[src/rtl/display_frame_integrator.sv]
// display_frame_integrator
//   Receiver for the evaluated pixel frames of the garbled display circuit.
//   For every pixel it counts how many of NB_FRAMES consecutive frames had
//   that pixel lit. It then compares each count with THRESHOLD and sends the
//   recovered bitmap out one row at a time. This is the time averaging a
//   viewer does on screen, done as a testable decoder.
//
//   Ports:
//     i_clk        clock, rising edge
//     i_rst        asynchronous active-high reset
//     i_pix_valid  input row beat valid
//     o_pix_ready  input row beat accepted when valid & ready
//     i_pix_row    one evaluated row, bit i = column i
//     i_pix_last   marks the last row of a frame
//     o_out_valid  decoded row valid
//     i_out_ready  downstream accepts the decoded row
//     o_out_row    decoded bitmap row
//     o_out_last   marks decoded row HEIGHT-1
//     o_frame_err  sticky flag: i_pix_last seen out of place
//     i_watmk      (DISPLAY_INTEG_WATERMARK_EN only) watermark overlay,
//                  bit r*WIDTH+i = row r, column i
//
//   Optional feature macro: DISPLAY_INTEG_WATERMARK_EN. When it is defined,
//   every decoded bit that is set in i_watmk is forced to 0.
module display_frame_integrator #(
  parameter int WIDTH     = 16,
  parameter int HEIGHT    = 8,
  parameter int NB_FRAMES = 8,
  parameter int CNT_W     = 4,
  parameter int THRESHOLD = 6
) (
  input  logic              i_clk,
  input  logic              i_rst,
  input  logic              i_pix_valid,
  output logic              o_pix_ready,
  input  logic [WIDTH-1:0]  i_pix_row,
  input  logic              i_pix_last,
  output logic              o_out_valid,
  input  logic              i_out_ready,
  output logic [WIDTH-1:0]  o_out_row,
  output logic              o_out_last,
  output logic              o_frame_err
`ifdef DISPLAY_INTEG_WATERMARK_EN
  ,
  input  logic [WIDTH*HEIGHT-1:0] i_watmk
`endif
);

  localparam int RW = (HEIGHT > 1) ? $clog2(HEIGHT) : 1;
  localparam logic [RW-1:0]    LAST_ROW = RW'(HEIGHT - 1);
  localparam logic [RW-1:0]    RW_ONE   = RW'(1);
  localparam logic [CNT_W-1:0] CNT_ONE  = CNT_W'(1);
  localparam logic [CNT_W-1:0] CNT_MAX  = '1;
  localparam logic [CNT_W-1:0] FRAMES_C = CNT_W'(NB_FRAMES);
  localparam logic [CNT_W-1:0] THR_C    = CNT_W'(THRESHOLD);

  localparam logic [1:0] S_CLEAR = 2'd0;
  localparam logic [1:0] S_ACCUM = 2'd1;
  localparam logic [1:0] S_EMIT  = 2'd2;

  logic [1:0]       r_state;
  logic [RW-1:0]    r_row_idx;    // also the row being zeroed during CLEAR
  logic [RW-1:0]    r_out_idx;
  logic [CNT_W-1:0] r_frame_cnt;
  logic             r_out_valid;
  logic [WIDTH-1:0] r_out_row;
  logic             r_out_last;
  logic             r_frame_err;
`ifdef DISPLAY_INTEG_WATERMARK_EN
  logic [HEIGHT-1:0][WIDTH-1:0] r_watmk;
`endif

  logic                        w_accept;
  logic                        w_clear;
  logic                        w_row_end;
  logic [CNT_W-1:0]            w_frame_inc;
  logic [RW-1:0]               w_sel_idx;
  logic [WIDTH-1:0]            w_dec_row;
  logic [WIDTH-1:0][CNT_W-1:0] w_cnt [HEIGHT];

  assign w_accept    = i_pix_valid && (r_state == S_ACCUM);
  assign w_clear     = (r_state == S_CLEAR);
  assign w_row_end   = (r_row_idx == LAST_ROW);
  assign w_frame_inc = r_frame_cnt + CNT_ONE;

  // Per-row counter banks. During CLEAR the row under r_row_idx is zeroed.
  // During ACCUM an accepted beat adds into that same row.
  genvar gi;
  generate
    for (gi = 0; gi < HEIGHT; gi++) begin : g_row
      logic [WIDTH-1:0][CNT_W-1:0] r_cnt;
      logic                        w_row_hit;
      assign w_row_hit = (r_row_idx == RW'(gi));
      always_ff @(posedge i_clk or posedge i_rst) begin
        if (i_rst) begin
          r_cnt <= '0;
        end else if (w_clear && w_row_hit) begin
          r_cnt <= '0;
        end else if (w_accept && w_row_hit) begin
          for (int j = 0; j < WIDTH; j++) begin
            if (i_pix_row[j] && (r_cnt[j] != CNT_MAX))
              r_cnt[j] <= r_cnt[j] + CNT_ONE;
          end
        end
      end
      assign w_cnt[gi] = r_cnt;
    end
  endgenerate

  // Row to decode next. While a row is being presented, this points at the
  // row after it, so each handshake can load the next row directly.
  assign w_sel_idx = r_out_valid ? (r_out_idx + RW_ONE) : r_out_idx;

  always_comb begin
    w_dec_row = '0;
    for (int j = 0; j < WIDTH; j++) begin
`ifdef DISPLAY_INTEG_WATERMARK_EN
      w_dec_row[j] = (w_cnt[w_sel_idx][j] >= THR_C) & ~r_watmk[w_sel_idx][j];
`else
      w_dec_row[j] = (w_cnt[w_sel_idx][j] >= THR_C);
`endif
    end
  end

  always_ff @(posedge i_clk or posedge i_rst) begin
    if (i_rst) begin
      r_state     <= S_CLEAR;
      r_row_idx   <= '0;
      r_out_idx   <= '0;
      r_frame_cnt <= '0;
      r_out_valid <= 1'b0;
      r_out_row   <= '0;
      r_out_last  <= 1'b0;
      r_frame_err <= 1'b0;
`ifdef DISPLAY_INTEG_WATERMARK_EN
      r_watmk     <= '0;
`endif
    end else begin
      case (r_state)
        S_CLEAR: begin
          if (w_row_end) begin
            r_row_idx   <= '0;
            r_frame_cnt <= '0;
            r_state     <= S_ACCUM;
          end else begin
            r_row_idx <= r_row_idx + RW_ONE;
          end
        end
        S_ACCUM: begin
          if (w_accept) begin
            if (w_row_end && i_pix_last) begin
              r_row_idx   <= '0;
              r_frame_cnt <= w_frame_inc;
              if (w_frame_inc == FRAMES_C) begin
                r_out_idx <= '0;
                r_state   <= S_EMIT;
`ifdef DISPLAY_INTEG_WATERMARK_EN
                r_watmk   <= i_watmk;
`endif
              end
            end else if (w_row_end || i_pix_last) begin
              // The frame is malformed. Its rows stay in the counters, but
              // the frame is not counted, and the next beat starts at row 0.
              r_frame_err <= 1'b1;
              r_row_idx   <= '0;
            end else begin
              r_row_idx <= r_row_idx + RW_ONE;
            end
          end
        end
        S_EMIT: begin
          if (!r_out_valid) begin
            r_out_valid <= 1'b1;
            r_out_row   <= w_dec_row;
            r_out_last  <= (r_out_idx == LAST_ROW);
          end else if (i_out_ready) begin
            if (r_out_idx == LAST_ROW) begin
              r_out_valid <= 1'b0;
              r_out_row   <= '0;
              r_out_last  <= 1'b0;
              r_out_idx   <= '0;
              r_row_idx   <= '0;
              r_state     <= S_CLEAR;
            end else begin
              r_out_idx  <= r_out_idx + RW_ONE;
              r_out_row  <= w_dec_row;
              r_out_last <= (w_sel_idx == LAST_ROW);
            end
          end
        end
        default: r_state <= S_CLEAR;
      endcase
    end
  end

  assign o_pix_ready = (r_state == S_ACCUM);
  assign o_out_valid = r_out_valid;
  assign o_out_row   = r_out_row;
  assign o_out_last  = r_out_last;
  assign o_frame_err = r_frame_err;

endmodule

[config.mk]
export PLATFORM = sky130hd
export DESIGN_NAME = display_frame_integrator
export DESIGN_NICKNAME = d
export VERILOG_FILES = /design/src/rtl/display_frame_integrator.sv
export SDC_FILE = /design/constraint.sdc
export NUM_CORES = 2
export LEC_CHECK = 0
export ABC_AREA = 1
export CAP_MARGIN = 20
export CORE_MARGIN = 2
export CORE_UTILIZATION = 48
export CTS_CLUSTER_SIZE = 10
export DETAILED_ROUTE_END_ITERATION = 8
export GPL_ROUTABILITY_DRIVEN = 0
export PLACE_DENSITY = 0.73
export SYNTH_ARGS = -nofsm -noshare
export SYNTH_HDL_FRONTEND = slang
export SYNTH_SLANG_ARGS = --single-unit
[constraint.sdc]
create_clock -name i_clk -period 18.4 [get_ports i_clk]
set_clock_uncertainty 0.2 [all_clocks]
set_input_delay 2.76 -clock i_clk [delete_from_list [all_inputs] [get_ports i_clk]]
set_output_delay 2.76 -clock i_clk [all_outputs]
set_load 0.02 [all_outputs]
==> impl_results.md <==
* Top post-synthesis cells by area: dfrtp_1, nand2_1, nand3_1, ha_1, o21ai_0
* Post-synth EDFFs at 0
* Grt ovf at 0
* Resized cells post-CTS at 0
* Clock transition at path regs at 0.06 ns
* Vias/cell at 5.33
* Finished Core Util at 53.3%
* Initial antenna violation count at 2
* Vias in the first global route at 24,400
* DRC viols at 0
* DR pass1 iterations at 5
* IO Port Bufs at 40
* Pwr Density at 108 nW/um2
* Relative slew slack at 22.5%
* # Post-CTS Setup Buffers at 0
* Startpoint Class: register
* Rows at 92
* Achievable Freq at 192 MHz
* Arrival time at the worst endpoint at 2.24 ns
* Lkg Pwr at 0.0172 uW
* Min cycle time layout at 5.20 ns
* Fin. Hold Viols at 0
* Worst-path fanout max at 13
* H-tree depth at 3
* Worst-margin pin slew at 1.16 ns
* Mux cell area share after synthesis at 0.393%
* Hold_buf cts at 0
* Max Cap Viol at 0
* Main combinational cell family by area after synthesis: simple AND/OR/NAND/NOR gates
* Clk pwr share at 32.2%
* Die Area at 65,800 um2
* Max-slew violation count at 0
* Initial core utilization at 48.5%
* Endpoints failing setup at 0
* Synth top area share at 44.4%
* Yosys warns at 0
* CTS max path bufs at 3
* Sw Share at 32.9%
* Pint at 2440 uW
* Mapped Area at 30,600 um2
* NetSw at 1190 uW
* Final worst setup slack at 13.20 ns
* Crit. End Element: primary output
* Ys async rst share at 100%
* Setup TNS at 0 ns
* WL per Instance at 15.3 um
* Layout cell share with drive strength beyond 1 at 4.53%
* Width of the chip at 256 um
* Num CTS Buffers at 66
* Compound-Gate Fraction of Synth Area at 9.67%
* Post-route ant nets at 0
* Non-filler instance count after layout at 4,932
* M1 WL at 34,800 um
* Worst VDD drop at 0.0904 mV
* Clk sink count at 543
* Syn Inst Count at 4,045
* Crit path kind: register to primary output
* GRT Overall Usage at 23.3%
* Post-Synth Adder-Cell Area at 5.77%
* Post-Route WL at 75,600 um
* Commonest non-fill, non-tap cell in the layout: nand2_1
* Unrepaired setup endpoints after global routing: false
* Pin count of the biggest net entering global routing at 163
* # IOs at 41
* Hpwl dp at 48,500 um
* Logic pwr share at 20.8%
* Status: complete, no violations
* Routed vias at 26,300
* WL met3 at 4120 um
* Placed Instances at 4,838
* Most frequent cells in the layout: nand2_1, dfrtp_1, nand3_1
* FILL cells at 5,864
* Final #Nets at 4,224
* Fin crit share at 28.3%
* Clk_lat worst skew at 0.62 ns
* Place WS at 12.58 ns
* Synth Flop Type: dfrtp_1
* Syn nets at 4,207
* Synth Area in XOR/XNOR at 3.75%
* Sequential share of power at 47.1%
* Global-route wire length before repair at 124,000 um
* Max layer used: met4
* Post-Synth Simple-Gate Area at 29.3%
* Wire length on met2 at 34,300 um
* Largest area contributor in the netlist: dfrtp_1
* Yosys cell types at 42
* Sequential area share after synthesis at 44.4%
* Worst hold path class: register to register
* Number of DRC markers in iteration 0 at 1,898
* Avg Synthesized Cell Area at 7.56 um2
* Area grow syn2layout at 9.88%
* FF+latch count, synth at 543
* Core area at 63,100 um2
* CP required at 15.44 ns
* Die Y at 256 um
* Hold slack at 0.267 ns
* CTS tree: yes
* Clock Root Buffer: clkbuf_16
## power groups by stage
| stage | Combinational, uW | Sequential, uW | Clock (uW) |
|---|---|---|---|
| after floorplan | 605 | 1670 | 0 |
| after global routing | 901 | 1750 | 1240 |
| after global placement | 722 | 1720 | 0 |
| after CTS | 759 | 1710 | 1190 |
| after detailed placement | 756 | 1720 | 0 |
| final | 755 | 1710 | 1170 |
## final timing paths
path                                                 from                        endpoint  slack [ns]  cells after the start
min in group asynchronous                           i_rst  g_row[1].r_cnt[33]$_DFFE_PP0P_        2.48                      2
max                                r_state[1]$_DFFE_PP0P_                     o_pix_ready       13.20                      3
max reg2reg                        r_state[0]$_DFFE_PP0P_  g_row[6].r_cnt[12]$_DFFE_PP0P_       14.39                     10
max in group asynchronous                           i_rst  g_row[6].r_cnt[36]$_DFFE_PP0P_       13.65                      5
min reg2reg                g_row[3].r_cnt[39]$_DFFE_PP0P_  g_row[3].r_cnt[39]$_DFFE_PP0P_        0.27                      2
min                        g_row[3].r_cnt[39]$_DFFE_PP0P_  g_row[3].r_cnt[39]$_DFFE_PP0P_        0.27                      2
## worst max-delay path, cell delays in order, from the launching register on
cell             delay, ns
dfrtp_1               0.41
inv_1                 0.09
ha_1                  0.42
clkdlybuf4s50_1       0.69
## metal layers
metal	vias up	global-route usage (%)
met5	-	0
met4	0	7.88
met3	158	3.54
met2	635	38.1
met1	12400	31.7
li1	13100	-
## metrics by stage
stage               power [uW]  area [um2]
finish                    3640       33600
global route              3890       33600
CTS                       3660       33600
detailed placement        2480       31700
global placement          2440       31700
floorplan                 2270       30600
## cells in the mapped netlist, types with 3 or more instances
cell type / number
xor2_1: 119
clkbuf_2: 3
o21a_1: 4
a21oi_1: 133
buf_4: 13
or2_2: 17
dfrtp_1: 543
nor4_1: 8
clkbuf_1: 42
clkinv_1: 4
nor2_1: 319
o21ai_0: 341
buf_2: 37
inv_1: 390
a31oi_1: 17
nand3_4: 3
mux2i_1: 12
nand3b_1: 3
nand2_1: 1241
o21ai_1: 4
o31ai_1: 29
nand3_1: 457
nand4_1: 15
buf_1: 18
nor3_1: 56
ha_1: 141
nor2_2: 25
a21oi_2: 18
inv_2: 5
xnor2_1: 12
## flip-flops by register name, summed over array words and instances (netlist names)
register     cells
g_row.r_cnt    512
o_out_valid      1
o_out_last       1
r_state          2
r_row_idx        3
o_frame_err      1
r_frame_cnt      4
o_out_row       16
r_out_idx        3
## logic make-up after synthesis
| group | count (synthesis) |
|---|---|
| mux | 12 |
| simple gates | 2150 |
| fa+ha+maj | 141 |
| xor+xnor | 131 |
| compound gates | 553 |
| buf+inv | 515 |
| flops | 543 |
## cell type report
class | instances | area, um2 | share of cell area (%)
Antenna cell | 2 | 5.00 | 0.0149
Clock buffer | 82 | 1750 | 5.21
Clock inverter | 8 | 81.3 | 0.242
Inverter | 400 | 1510 | 4.50
Multi-Input combinational cell | 2987 | 15000 | 44.6
Sequential cell | 543 | 13600 | 40.4
Tap cell | 846 | 1060 | 3.15
Timing Repair Buffer | 64 | 633 | 1.88
No activity file was read; power rests on OpenSTA's default activity.
